File: src/rtl/uart_pkg.sv
// -----------------------------------------------------------------------------
// uart_pkg
// Shared definitions for the buffered UART transmitter:
//   - parity-mode encodings as presented on the parity_mode input
//   - transmitter FSM state type
//   - small helpers for parity selection and parity bit generation
// No ports (package).
// -----------------------------------------------------------------------------
package uart_pkg;

   localparam logic [1:0] PAR_NONE = 2'd0;
   localparam logic [1:0] PAR_EVEN = 2'd1;
   localparam logic [1:0] PAR_ODD  = 2'd2;

   typedef enum logic [2:0] {
      ST_IDLE   = 3'd0,
      ST_START  = 3'd1,
      ST_DATA   = 3'd2,
      ST_PARITY = 3'd3,
      ST_STOP   = 3'd4
   } uart_state_t;

   // Mode 3 is an alias for "no parity", so only the two explicit codes enable it.
   function automatic logic parity_enabled(input logic [1:0] mode);
      return (mode == PAR_EVEN) || (mode == PAR_ODD);
   endfunction

   // acc is the XOR of all data bits; odd parity transmits its complement.
   function automatic logic parity_bit(input logic acc, input logic [1:0] mode);
      return (mode == PAR_ODD) ? ~acc : acc;
   endfunction

endpackage

File: src/rtl/uart_sync_fifo.sv
// -----------------------------------------------------------------------------
// uart_sync_fifo
// Single-clock FIFO with registered status flags and a registered head word.
// Ports:
//   clk, rst      clock, asynchronous active-high reset (flushes the FIFO)
//   i_wr_en       write request, ignored while full (no write-through)
//   i_wr_data     word to write
//   i_rd_en       pop request, ignored while empty
//   o_rd_data     registered copy of the current head entry
//   o_full        registered full flag
//   o_empty       registered empty flag
//   o_level       registered occupancy, 0..DEPTH
// -----------------------------------------------------------------------------
module uart_sync_fifo
#(
   parameter int WIDTH = 8,
   parameter int DEPTH = 16
)
(
   input  logic                           clk,
   input  logic                           rst,
   input  logic                           i_wr_en,
   input  logic [WIDTH-1:0]               i_wr_data,
   input  logic                           i_rd_en,
   output logic [WIDTH-1:0]               o_rd_data,
   output logic                           o_full,
   output logic                           o_empty,
   output logic [$clog2(DEPTH+1)-1:0]     o_level
);

   localparam int AW = $clog2(DEPTH);
   localparam int LW = $clog2(DEPTH+1);
   localparam logic [AW-1:0] PTR_ONE  = AW'(1'b1);
   localparam logic [LW-1:0] LVL_ONE  = LW'(1'b1);
   localparam logic [LW-1:0] LVL_FULL = LW'(DEPTH);

   logic [WIDTH-1:0] r_mem [DEPTH];
   logic [AW-1:0]    r_wr_ptr;
   logic [AW-1:0]    r_rd_ptr;
   logic [LW-1:0]    r_level;
   logic             r_full;
   logic             r_empty;
   logic [WIDTH-1:0] r_head;

   logic             w_wr;
   logic             w_rd;
   logic [AW-1:0]    w_rd_ptr_nxt;
   logic [LW-1:0]    w_level_nxt;

   // Qualified write/pop strobes and the next pointer/level values.
   always_comb begin
      w_wr         = i_wr_en && !r_full;
      w_rd         = i_rd_en && !r_empty;
      w_rd_ptr_nxt = r_rd_ptr;
      if (w_rd) begin
         w_rd_ptr_nxt = r_rd_ptr + PTR_ONE;
      end else begin
         w_rd_ptr_nxt = r_rd_ptr;
      end
      case ({w_wr, w_rd})
         2'b10:   w_level_nxt = r_level + LVL_ONE;
         2'b01:   w_level_nxt = r_level - LVL_ONE;
         default: w_level_nxt = r_level;
      endcase
   end

   // Storage array; pointers alone define validity, so no reset is needed here.
   always_ff @(posedge clk) begin
      if (w_wr) begin
         r_mem[r_wr_ptr] <= i_wr_data;
      end
   end

   // Pointers, occupancy, flags and the head register.
   always_ff @(posedge clk or posedge rst) begin
      if (rst) begin
         r_wr_ptr <= {AW{1'b0}};
         r_rd_ptr <= {AW{1'b0}};
         r_level  <= {LW{1'b0}};
         r_full   <= 1'b0;
         r_empty  <= 1'b1;
         r_head   <= {WIDTH{1'b0}};
      end else begin
         if (w_wr) begin
            r_wr_ptr <= r_wr_ptr + PTR_ONE;
         end
         r_rd_ptr <= w_rd_ptr_nxt;
         r_level  <= w_level_nxt;
         r_full   <= (w_level_nxt == LVL_FULL);
         r_empty  <= (w_level_nxt == {LW{1'b0}});
         // When the word being written becomes the new head, bypass the array.
         if (w_wr && (w_rd_ptr_nxt == r_wr_ptr)) begin
            r_head <= i_wr_data;
         end else begin
            r_head <= r_mem[w_rd_ptr_nxt];
         end
      end
   end

   assign o_rd_data = r_head;
   assign o_full    = r_full;
   assign o_empty   = r_empty;
   assign o_level   = r_level;

endmodule

File: src/rtl/uart_tx_stream.sv
// -----------------------------------------------------------------------------
// uart_tx_stream
// Buffered UART transmitter. Words arrive on a valid/ready stream, are queued
// in uart_sync_fifo and sent LSB first as start, data, optional parity and one
// or two stop bits. Frame settings are captured when a word is popped, and
// frames follow each other with no idle gap while data and enable are present.
// Ports:
//   clk, rst      clock, asynchronous active-high reset
//   enable        allows new frames to start (a running frame always finishes)
//   baud_div      clock cycles per bit, 0 behaves as 1
//   parity_mode   0/3 none, 1 even, 2 odd
//   two_stop      1 selects two stop bits
//   s_tdata       input word
//   s_tvalid      input word valid
//   s_tready      input ready (FIFO not full)
//   uart_tx       registered serial line, idles high
//   busy          high while a frame is in progress
//   tx_done       one-cycle pulse on the last cycle of each frame
//   fifo_level    FIFO occupancy
// -----------------------------------------------------------------------------
module uart_tx_stream
   import uart_pkg::*;
#(
   parameter int DATA_BITS  = 8,
   parameter int FIFO_DEPTH = 16,
   parameter int DIV_WIDTH  = 16
)
(
   input  logic                               clk,
   input  logic                               rst,
   input  logic                               enable,
   input  logic [DIV_WIDTH-1:0]               baud_div,
   input  logic [1:0]                         parity_mode,
   input  logic                               two_stop,
   input  logic [DATA_BITS-1:0]               s_tdata,
   input  logic                               s_tvalid,
   output logic                               s_tready,
   output logic                               uart_tx,
   output logic                               busy,
   output logic                               tx_done,
   output logic [$clog2(FIFO_DEPTH+1)-1:0]    fifo_level
);

   localparam int IW = $clog2(DATA_BITS);
   localparam logic [IW-1:0]        LAST_IDX = IW'(DATA_BITS-1);
   localparam logic [IW-1:0]        IDX_ONE  = IW'(1'b1);
   localparam logic [DIV_WIDTH-1:0] DIV_ONE  = DIV_WIDTH'(1'b1);
   localparam logic [DIV_WIDTH-1:0] DIV_ZERO = {DIV_WIDTH{1'b0}};

   uart_state_t            r_state;
   logic [DIV_WIDTH-1:0]   r_cnt;
   logic [DIV_WIDTH-1:0]   r_div;
   logic [DATA_BITS-1:0]   r_shift;
   logic [IW-1:0]          r_idx;
   logic [1:0]             r_pmode;
   logic                   r_two_stop;
   logic                   r_stop2;
   logic                   r_par;
   logic                   r_tx;
   logic                   r_busy;
   logic                   r_done;

   logic                   w_full;
   logic                   w_empty;
   logic [DATA_BITS-1:0]   w_head;
   logic                   w_push;
   logic                   w_pop;
   logic                   w_bit_end;
   logic                   w_final_stop;
   logic [DIV_WIDTH-1:0]   w_div_eff;

   // Push/pop strobes and bit-period decode; a pop happens from IDLE or on the
   // last cycle of the final stop bit, which is what makes frames back-to-back.
   always_comb begin
      w_push       = s_tvalid && !w_full;
      w_bit_end    = (r_cnt == DIV_ZERO);
      w_final_stop = !r_two_stop || r_stop2;
      if (baud_div == DIV_ZERO) begin
         w_div_eff = DIV_ONE;
      end else begin
         w_div_eff = baud_div;
      end
      w_pop = 1'b0;
      case (r_state)
         ST_IDLE: w_pop = enable && !w_empty;
         ST_STOP: begin
            if (w_bit_end && w_final_stop) begin
               w_pop = enable && !w_empty;
            end else begin
               w_pop = 1'b0;
            end
         end
         default: w_pop = 1'b0;
      endcase
   end

   uart_sync_fifo #(
      .WIDTH (DATA_BITS),
      .DEPTH (FIFO_DEPTH)
   ) u_fifo (
      .clk       (clk),
      .rst       (rst),
      .i_wr_en   (w_push),
      .i_wr_data (s_tdata),
      .i_rd_en   (w_pop),
      .o_rd_data (w_head),
      .o_full    (w_full),
      .o_empty   (w_empty),
      .o_level   (fifo_level)
   );

   // Transmit FSM with bit counter, shift register and parity accumulator.
   // tx_done is set one cycle ahead so that it lands on the final stop cycle.
   always_ff @(posedge clk or posedge rst) begin
      if (rst) begin
         r_state    <= ST_IDLE;
         r_cnt      <= DIV_ZERO;
         r_div      <= DIV_ONE;
         r_shift    <= {DATA_BITS{1'b0}};
         r_idx      <= {IW{1'b0}};
         r_pmode    <= PAR_NONE;
         r_two_stop <= 1'b0;
         r_stop2    <= 1'b0;
         r_par      <= 1'b0;
         r_tx       <= 1'b1;
         r_busy     <= 1'b0;
         r_done     <= 1'b0;
      end else begin
         r_done <= 1'b0;
         case (r_state)
            ST_IDLE: begin
               r_tx   <= 1'b1;
               r_busy <= 1'b0;
            end
            ST_START: begin
               if (w_bit_end) begin
                  r_state <= ST_DATA;
                  r_tx    <= r_shift[0];
                  r_cnt   <= r_div - DIV_ONE;
                  r_idx   <= {IW{1'b0}};
                  r_par   <= 1'b0;
               end else begin
                  r_cnt <= r_cnt - DIV_ONE;
               end
            end
            ST_DATA: begin
               if (w_bit_end) begin
                  r_cnt <= r_div - DIV_ONE;
                  r_par <= r_par ^ r_shift[0];
                  if (r_idx == LAST_IDX) begin
                     if (parity_enabled(r_pmode)) begin
                        r_state <= ST_PARITY;
                        r_tx    <= parity_bit(r_par ^ r_shift[0], r_pmode);
                     end else begin
                        r_state <= ST_STOP;
                        r_tx    <= 1'b1;
                        r_stop2 <= 1'b0;
                        r_done  <= (r_div == DIV_ONE) && !r_two_stop;
                     end
                  end else begin
                     r_idx   <= r_idx + IDX_ONE;
                     r_shift <= r_shift >> 1;
                     r_tx    <= r_shift[1];
                  end
               end else begin
                  r_cnt <= r_cnt - DIV_ONE;
               end
            end
            ST_PARITY: begin
               if (w_bit_end) begin
                  r_state <= ST_STOP;
                  r_tx    <= 1'b1;
                  r_stop2 <= 1'b0;
                  r_cnt   <= r_div - DIV_ONE;
                  r_done  <= (r_div == DIV_ONE) && !r_two_stop;
               end else begin
                  r_cnt <= r_cnt - DIV_ONE;
               end
            end
            ST_STOP: begin
               if (w_bit_end) begin
                  if (!w_final_stop) begin
                     r_stop2 <= 1'b1;
                     r_cnt   <= r_div - DIV_ONE;
                     r_done  <= (r_div == DIV_ONE);
                  end else begin
                     r_state <= ST_IDLE;
                     r_busy  <= 1'b0;
                     r_tx    <= 1'b1;
                  end
               end else begin
                  r_cnt  <= r_cnt - DIV_ONE;
                  r_done <= (r_cnt == DIV_ONE) && w_final_stop;
               end
            end
            default: begin
               r_state <= ST_IDLE;
               r_busy  <= 1'b0;
               r_tx    <= 1'b1;
            end
         endcase
         // A pop overrides the per-state decision: load the word, capture the
         // frame settings and begin the start bit on the next cycle.
         if (w_pop) begin
            r_state    <= ST_START;
            r_tx       <= 1'b0;
            r_busy     <= 1'b1;
            r_shift    <= w_head;
            r_div      <= w_div_eff;
            r_cnt      <= w_div_eff - DIV_ONE;
            r_pmode    <= parity_mode;
            r_two_stop <= two_stop;
            r_stop2    <= 1'b0;
         end
      end
   end

   assign s_tready = ~w_full;
   assign uart_tx  = r_tx;
   assign busy     = r_busy;
   assign tx_done  = r_done;

endmodule
File: config.mk
export PLATFORM = sky130hd
export DESIGN_NAME = uart_tx_stream
export DESIGN_NICKNAME = d
export VERILOG_FILES = /design/src/rtl/uart_pkg.sv /design/src/rtl/uart_sync_fifo.sv /design/src/rtl/uart_tx_stream.sv
export SDC_FILE = /design/constraint.sdc
export NUM_CORES = 1
export LEC_CHECK = 0
export ABC_AREA = 1
export ABC_CLOCK_PERIOD_IN_PS = 5300
export BUFFER_PORTS_ARGS = -buffer_cell sky130_fd_sc_hd__buf_2
export CAP_MARGIN = 5
export CORE_MARGIN = 5
export CORE_UTILIZATION = 29
export CTS_CLUSTER_DIAMETER = 50
export DETAILED_ROUTE_END_ITERATION = 7
export GPL_TIMING_DRIVEN = 1
export PLACE_DENSITY_LB_ADDON = 0.1
export SYNTH_ARGS = -nofsm -noshare
export SYNTH_HDL_FRONTEND = slang
export SYNTH_HIERARCHICAL = 1
export SYNTH_SLANG_ARGS = --single-unit
File: constraint.sdc
create_clock -name clk -period 5.3 [get_ports clk]
set_input_delay 0.53 -clock clk [delete_from_list [all_inputs] [get_ports clk]]
set_output_delay 0.53 -clock clk [all_outputs]
set_load 0.01 [all_outputs]
# Word level (Yosys, flattened, before mapping)
# Memory sizes are Yosys's and may differ from the RTL's. A register that Yosys moved wholly into a read port is not among the register bits.
# Index checks and enable logic that the tools add are counted.
[classes]
eq_ne = 27
addsub = 8
n_reduce_logical = 30
bitwise = 3
mux = 60
[ops]
columns = ["op", "count"]
rows = [
  ["2-to-1 mux 16 bit", 5],
  ["subtractor 16 x 1 -> 16 bit (second input constant)", 3],
  ["2-to-1 mux 3 bit", 11],
  ["equality test 16 x 1 -> 1 bit (second input constant)", 2],
  ["zero test 16 bit", 2],
  ["2-to-1 mux 8 bit", 4],
  ["one-hot mux 16 bit (2 select lines)", 1],
  ["2-to-1 mux 1 bit", 29],
  ["inequality test 3 x 2 -> 1 bit (second input constant)", 8],
  ["one-hot mux 3 bit (5 select lines)", 1],
  ["AND reduction 7 bit", 2],
  ["one-hot mux 5 bit (2 select lines)", 1],
  ["AND reduction 3 bit", 3],
  ["adder 4 x 1 -> 4 bit (second input constant)", 2],
  ["logical AND 1 bit", 7],
  ["equality test 3 x 2 -> 1 bit (second input constant)", 2],
  ["equality test 3 bit (second input constant)", 2],
  ["inequality test 2 x 1 -> 1 bit (second input constant)", 3],
  ["inequality test 2 bit (second input constant)", 3],
  ["one-hot mux 1 bit (2 select lines)", 3],
  ["one-hot mux 1 bit (3 select lines)", 2],
  ["one-hot mux 3 bit (2 select lines)", 1],
  ["nonzero test 2 bit", 3],
  ["adder 5 x 1 -> 5 bit (second input constant)", 1],
  ["other kinds (21)", 27],
]
[totals]
n_memories = 1
wordCells = 146
in_bits = 31
ramBits = 128
register_bits = 69
out_inout_bits = 9
[mem_list]
columns = ["memory", "words", "width", "read_ports", "rd_ports_with_merged_regs", "wr", "line_no", "source"]
rows = [
  ["u_fifo.r_mem", 16, 8, 1, 1, 1, "uart_sync_fifo.sv:37", "logic [WIDTH-1:0] r_mem [DEPTH];"],
]

# Depth between registers and ports, before layout
[logic_depth]
ltp_word = 9
depth_mapped = 24
depth_no_buf = 23

# Modules after synthesis
# The synthesis kept the hierarchy.
[modules_own_cells]
columns = ["module", "seq_area_each_um2", "instances", "area_each_um2", "cells_each"]
rows = [
  ["uart_sync_fifo", 4420.5, 1, 6912.9, 660],
  ["uart_tx_stream", 1353.8, 1, 3900.0, 595],
]

# Worst setup path before layout
# No wires, ideal clock.
[synth_path]
kind = "register to register"
startpoint = "register r_cnt[0]"
endpoint = "register u_fifo.r_full (netlist: u_fifo/o_full)"
synth_period_minus_slack_ns = 2.969
required_time_ns = 5.229
slack_ns = 2.331
arrival_time_ns = 2.897
path_stages_with_launch = 21
path_cell_list = "dfrtp_1 inv_1 ha_1 nand2_1 nor2_2 nand3_4 a21boi_4 buf_2 inv_1 nor2_4 nand2_1 nand2_1 nand2_1 inv_1 ha_1 nand2_1 o21ai_0 or2_2 nor2_1 nand3_1 nor2_1"
[synth_between]
elab_chain_len = 8
word_cells_on_any_way = 9
cone_classes = "3 x eq/ne; 3 x mux; 3 x reduce/logical"
[synth_rtl]
columns = ["item", "line_no", "source"]
rows = [
  ["start: declaration", "uart_tx_stream.sv:51", "logic [DIV_WIDTH-1:0] r_cnt;"],
  ["start signal: assignment", "uart_tx_stream.sv:139", "r_cnt <= r_div - DIV_ONE;"],
  ["start signal: assignment", "uart_tx_stream.sv:143", "r_cnt <= r_cnt - DIV_ONE;"],
  ["start signal: assignment", "uart_tx_stream.sv:148", "r_cnt <= r_div - DIV_ONE;"],
  ["zero test 16 bit (*)", "uart_tx_stream.sv:76", "w_bit_end = (r_cnt == DIV_ZERO);"],
  ["logical AND 1 bit (*)", "uart_tx_stream.sv:87", "if (w_bit_end && w_final_stop) begin"],
  ["2-to-1 mux 1 bit (*)", "uart_tx_stream.sv:87", ""],
  ["one-hot mux 1 bit (2 select lines) (*)", "uart_tx_stream.sv:84", "case (r_state)"],
  ["via w_pop", "uart_tx_stream.sv:67", "logic w_pop;"],
  ["logical AND 1 bit (*)", "uart_sync_fifo.sv:53", "w_rd = i_rd_en && !r_empty;"],
  ["equality test 2 x 1 -> 1 bit / equality test 2 bit (equally long branches)", "uart_sync_fifo.sv:60", "case ({w_wr, w_rd})"],
  ["one-hot mux 5 bit (2 select lines) (*)", "uart_sync_fifo.sv:60", ""],
  ["via u_fifo.w_level_nxt[1]", "uart_sync_fifo.sv:48", "logic [LW-1:0] w_level_nxt;"],
  ["equality test 5 bit (*)", "uart_sync_fifo.sv:89", "r_full <= (w_level_nxt == LVL_FULL);"],
  ["end signal: assignment", "uart_sync_fifo.sv:89", ""],
  ["end: declaration", "uart_sync_fifo.sv:41", "logic r_full;"],
]
# Mark *: on every way through the listed nets, which the timed path passes. The rest lies on a longest branch.
# A chain may end at the register's enable or synchronous reset.

# Worst setup path in the final report
[layout_path]
startpoint = "register r_cnt[0]"
endpoint = "register u_fifo.r_head[4] (netlist: u_fifo/o_rd_data[4]) (read register of u_fifo.r_mem)"
[layout_between]
elab_chain_len = 6
[layout_rtl]
columns = ["item", "line_no", "source"]
rows = [
  ["zero test 16 bit", "uart_tx_stream.sv:76", ""],
  ["logical AND 1 bit", "uart_tx_stream.sv:87", ""],
  ["2-to-1 mux 1 bit", "uart_tx_stream.sv:87", ""],
  ["one-hot mux 1 bit (2 select lines)", "uart_tx_stream.sv:84", ""],
  ["logical AND 1 bit", "uart_sync_fifo.sv:53", ""],
  ["2-to-1 mux 4 bit", "uart_sync_fifo.sv:55", "if (w_rd) begin"],
  ["end: declaration", "uart_sync_fifo.sv:43", "logic [WIDTH-1:0] r_head;"],
]
# Every way passes these cells.

==> impl_metrics.yaml <==
global_route:
  grt_pass1_wl_um: 48400
  grt_usage_pct: 15.1
  grt_overflow: 0
  grt_pass1_vias: 8126
  antenna_found_initial: 0
  grt_max_degree: 55
routing:
  drtIter0Drc: 449
  wl_um: 31100
  first_pass_iters: 5
  drc: 0
  ant_nets: 0
  routed_via_density: 4.65
  wl_per_cell_um: 17.4
  num_vias: 8341
synth:
  ys_types: 41
  synth_area_per_cell_um2: 8.62
  synthCells: 1255
  async_flop_share_pct: 37.6
  yosysWarnings: 6
  synth_fp_nets: 1302
  synth_edf_count: 128
  synth_ff_type: "edfxtp_1"
  ys_seq_elements: 205
  synth_area_mm2: 0.0108
  seq_area_frac_synth_pct: 53.4
cts:
  cts_resized: 0
  htree_levels: 2
  cts_root_buffer: "clkbuf_16"
  postCtsSetupBuffers: 0
  numCtsBuffers: 35
  cts_tree: "built"
  holdBufCountCts: 0
  clockBufferDepth: 3
  clkTransAtPathRegs_ps: 50
  cts_sinks: 205
  clkLatencyLatePin_ps: 530
die:
  die_w_um: 203
  num_rows: 70
  core_mm2: 0.0367
  fp.dieH_um: 203
  initial_core_util_pct: 29.5
  dieArea_mm2: 0.0412
  boundaryPins: 40
worst_setup_path:
  r2r-end: "u_fifo/o_rd_data[4]"
  max_stage_delay_ps: 540
  r2r-start: "r_cnt[0]"
  critPathLaunch: "r_cnt[0]"
  cp_cell_sequence: "inv_1 -> ha_1 -> nand2_1 -> nor2_2 -> nand3_4 -> a21boi_4 -> inv_1 -> nor2_4 -> nand2_2 -> nand2_2 -> buf_4 -> nand2_1 -> nand3_1 -> nand3_1 -> nand3_1 -> nand2_1 -> nand2_1 -> nand2_1"
  cpMostUsedCell: "nand2_1"
  r2r_cells: 18
  required_ps: 5730
  crit_end: "u_fifo/o_rd_data[4]"
  cp_slowest_cell: "nand2_2"
  rrSetupSlack_ps: 1840
  critPathArrivalTime_ps: 3880
  cp-end-kind: "flip-flop"
  critical_path_class: "flip-flop to flip-flop"
  cp_max_fo: 34
  worst_setup_path_start_kind: "flip-flop"
sta:
  post-route-min-period_ps: 3460
  grt_setup_unrepaired: "false"
  setup_viol: 0
  fmax_mhz: 289
  period_share_pct: 65.2
  setup_tns_ps: 0
  tightest_slew_ps: 990
  finalMaxSlewViolations: 0
  relSlewSlack_pct: 33.8
  hold_viol: 0
  fin_worst_skew_ps: 24.7
final_layout:
  finalNetCount: 1346
  area_growth_pct: 16.4
  drive_above_1_share_pct: 10.6
  final_area_mm2: 0.0126
  num_antenna_cells: 0
  layout.cells.non_filler: 1794
outcome:
  status: "completed"
hold_path:
  holdCritPathClass: "input pin to flip-flop"
job:
  drv_cap: 0
pwr:
  leakage_nw: 5.48
  finalPower_w: 0.00494
  power-per-cell-area_mw_per_mm2: 393
  vdd_drop_max_v: 0.000219
placed_design:
  dpl_cell_area_mm2: 0.0114
  dp_cells: 1730
  dp_hpwl_um: 20600
  portBuffers: 39
  place.gp.congestion: 0.814
-- per-layer routing --
layer  share of wire [%]  global-route usage (%)  up-vias
met2                  46                    24.4      174
met1                  47                    20.3     3910
met3                 4.5                    2.75       53
met5                   0                       0        -
met4                 2.7                    5.40        0
li1                    -                       -     4204
-- cells by family after synthesis --
logic type / synth area share (%)
AOI/OAI and AO/OA: 3.92
xor gates and xnor gates: 2.21
adders and majority gates: 1.85
buffers and inverters: 7.82
DFF: 53.4
and+or+nand+nor: 30.8
-- cell usage after synthesis, types with 2 or more instances --
cell type,number,share of area (%)
nand2_1,358,12
nand3_1,185,8.6
inv_1,158,5.5
edfxtp_1,128,36
nor2_1,99,3.4
dfrtp_1,74,17
nand3b_1,50,3.5
o21ai_0,41,1.9
buf_2,16,0.74
ha_1,16,1.9
nand4_1,13,0.75
o211ai_1,13,0.90
xor2_1,12,0.97
buf_4,9,0.62
clkbuf_1,9,0.31
inv_2,9,0.31
xnor2_1,9,0.73
nor2_2,7,0.40
nand2_2,5,0.29
nor2_4,5,0.52
a21oi_1,4,0.19
or2_2,4,0.23
buf_6,3,0.31
dfstp_2,3,0.73
nor3_1,3,0.14
o21ai_1,3,0.14
nand2_4,2,0.21
o21ai_2,2,0.16
o22ai_1,2,0.12
xor2_4,2,0.51
-- per-stage QoR --
| stage | utilization (%) | hold WS (ps) | worst slack [ps] |
|---|---|---|---|
| floorplan | - | 430 | 2330 |
| global placement | 31.1 | 447 | 1830 |
| detailed placement | 31.1 | 449 | 1780 |
| CTS | 34.3 | 168 | 1790 |
| global route | 34.3 | 212 | 1490 |
| finish | 34.3 | 204 | 1840 |
-- worst min path at each step --
stage                              from         end  cells after the start
global placement    u_fifo/o_rd_data[7]  r_shift[7]                      2
floorplan           u_fifo/o_rd_data[7]  r_shift[7]                      2
finish                   parity_mode[1]  r_pmode[1]                      3
detailed placement  u_fifo/o_rd_data[7]  r_shift[7]                      2
global route             parity_mode[1]  r_pmode[1]                      3
CTS                      parity_mode[1]  r_pmode[1]                      3
-- worst max-delay path: cells and delay by family, from the launching register on --
kind	cells	cell delay, ps
compound gates	1	190
fa+ha+maj	1	200
buf+inv	3	670
flops	1	410
simple gates	13	1860
-- sequential cells by signal (all words and copies together), names as in the netlist, 3 cells and up --
| register | cells |
|---|---|
| r_shift | 8 |
| u_fifo/o_level | 5 |
| u_fifo/o_rd_data | 8 |
| u_fifo/r_rd_ptr | 4 |
| r_idx | 3 |
| r_cnt | 16 |
| u_fifo/r_mem | 128 |
| u_fifo/r_wr_ptr | 4 |
| r_div | 16 |
| r_state | 3 |
-- final cells by class --
class                      count  area [µm²]
sequential                   205        5770
multi-input combinational    845        4190
clock inverter                17         168
timing repair buffer          45         240
fill                        3797       24100
clock buffer                  47         995
inverter                     167         627
tap                          468         586
-- report_power, final --
group	internal, W	switching [W]	total [W]
sequential	0.00190	0.000121	0.00202
clock	0.00143	0.000810	0.00224
combinational	0.000221	0.000466	0.000688
-- cell usage in the layout, fill, tap and decap left out, drive strengths merged, types with 45 or more instances in the layout --
cell type	instances
nand2	365
nand3	186
inv	169
edfxtp	128
nor2	111
dfrtp	74
nand3b	50
clkbuf	47
o21ai	46
buf	45
No activity file was read; power rests on OpenSTA's default activity.
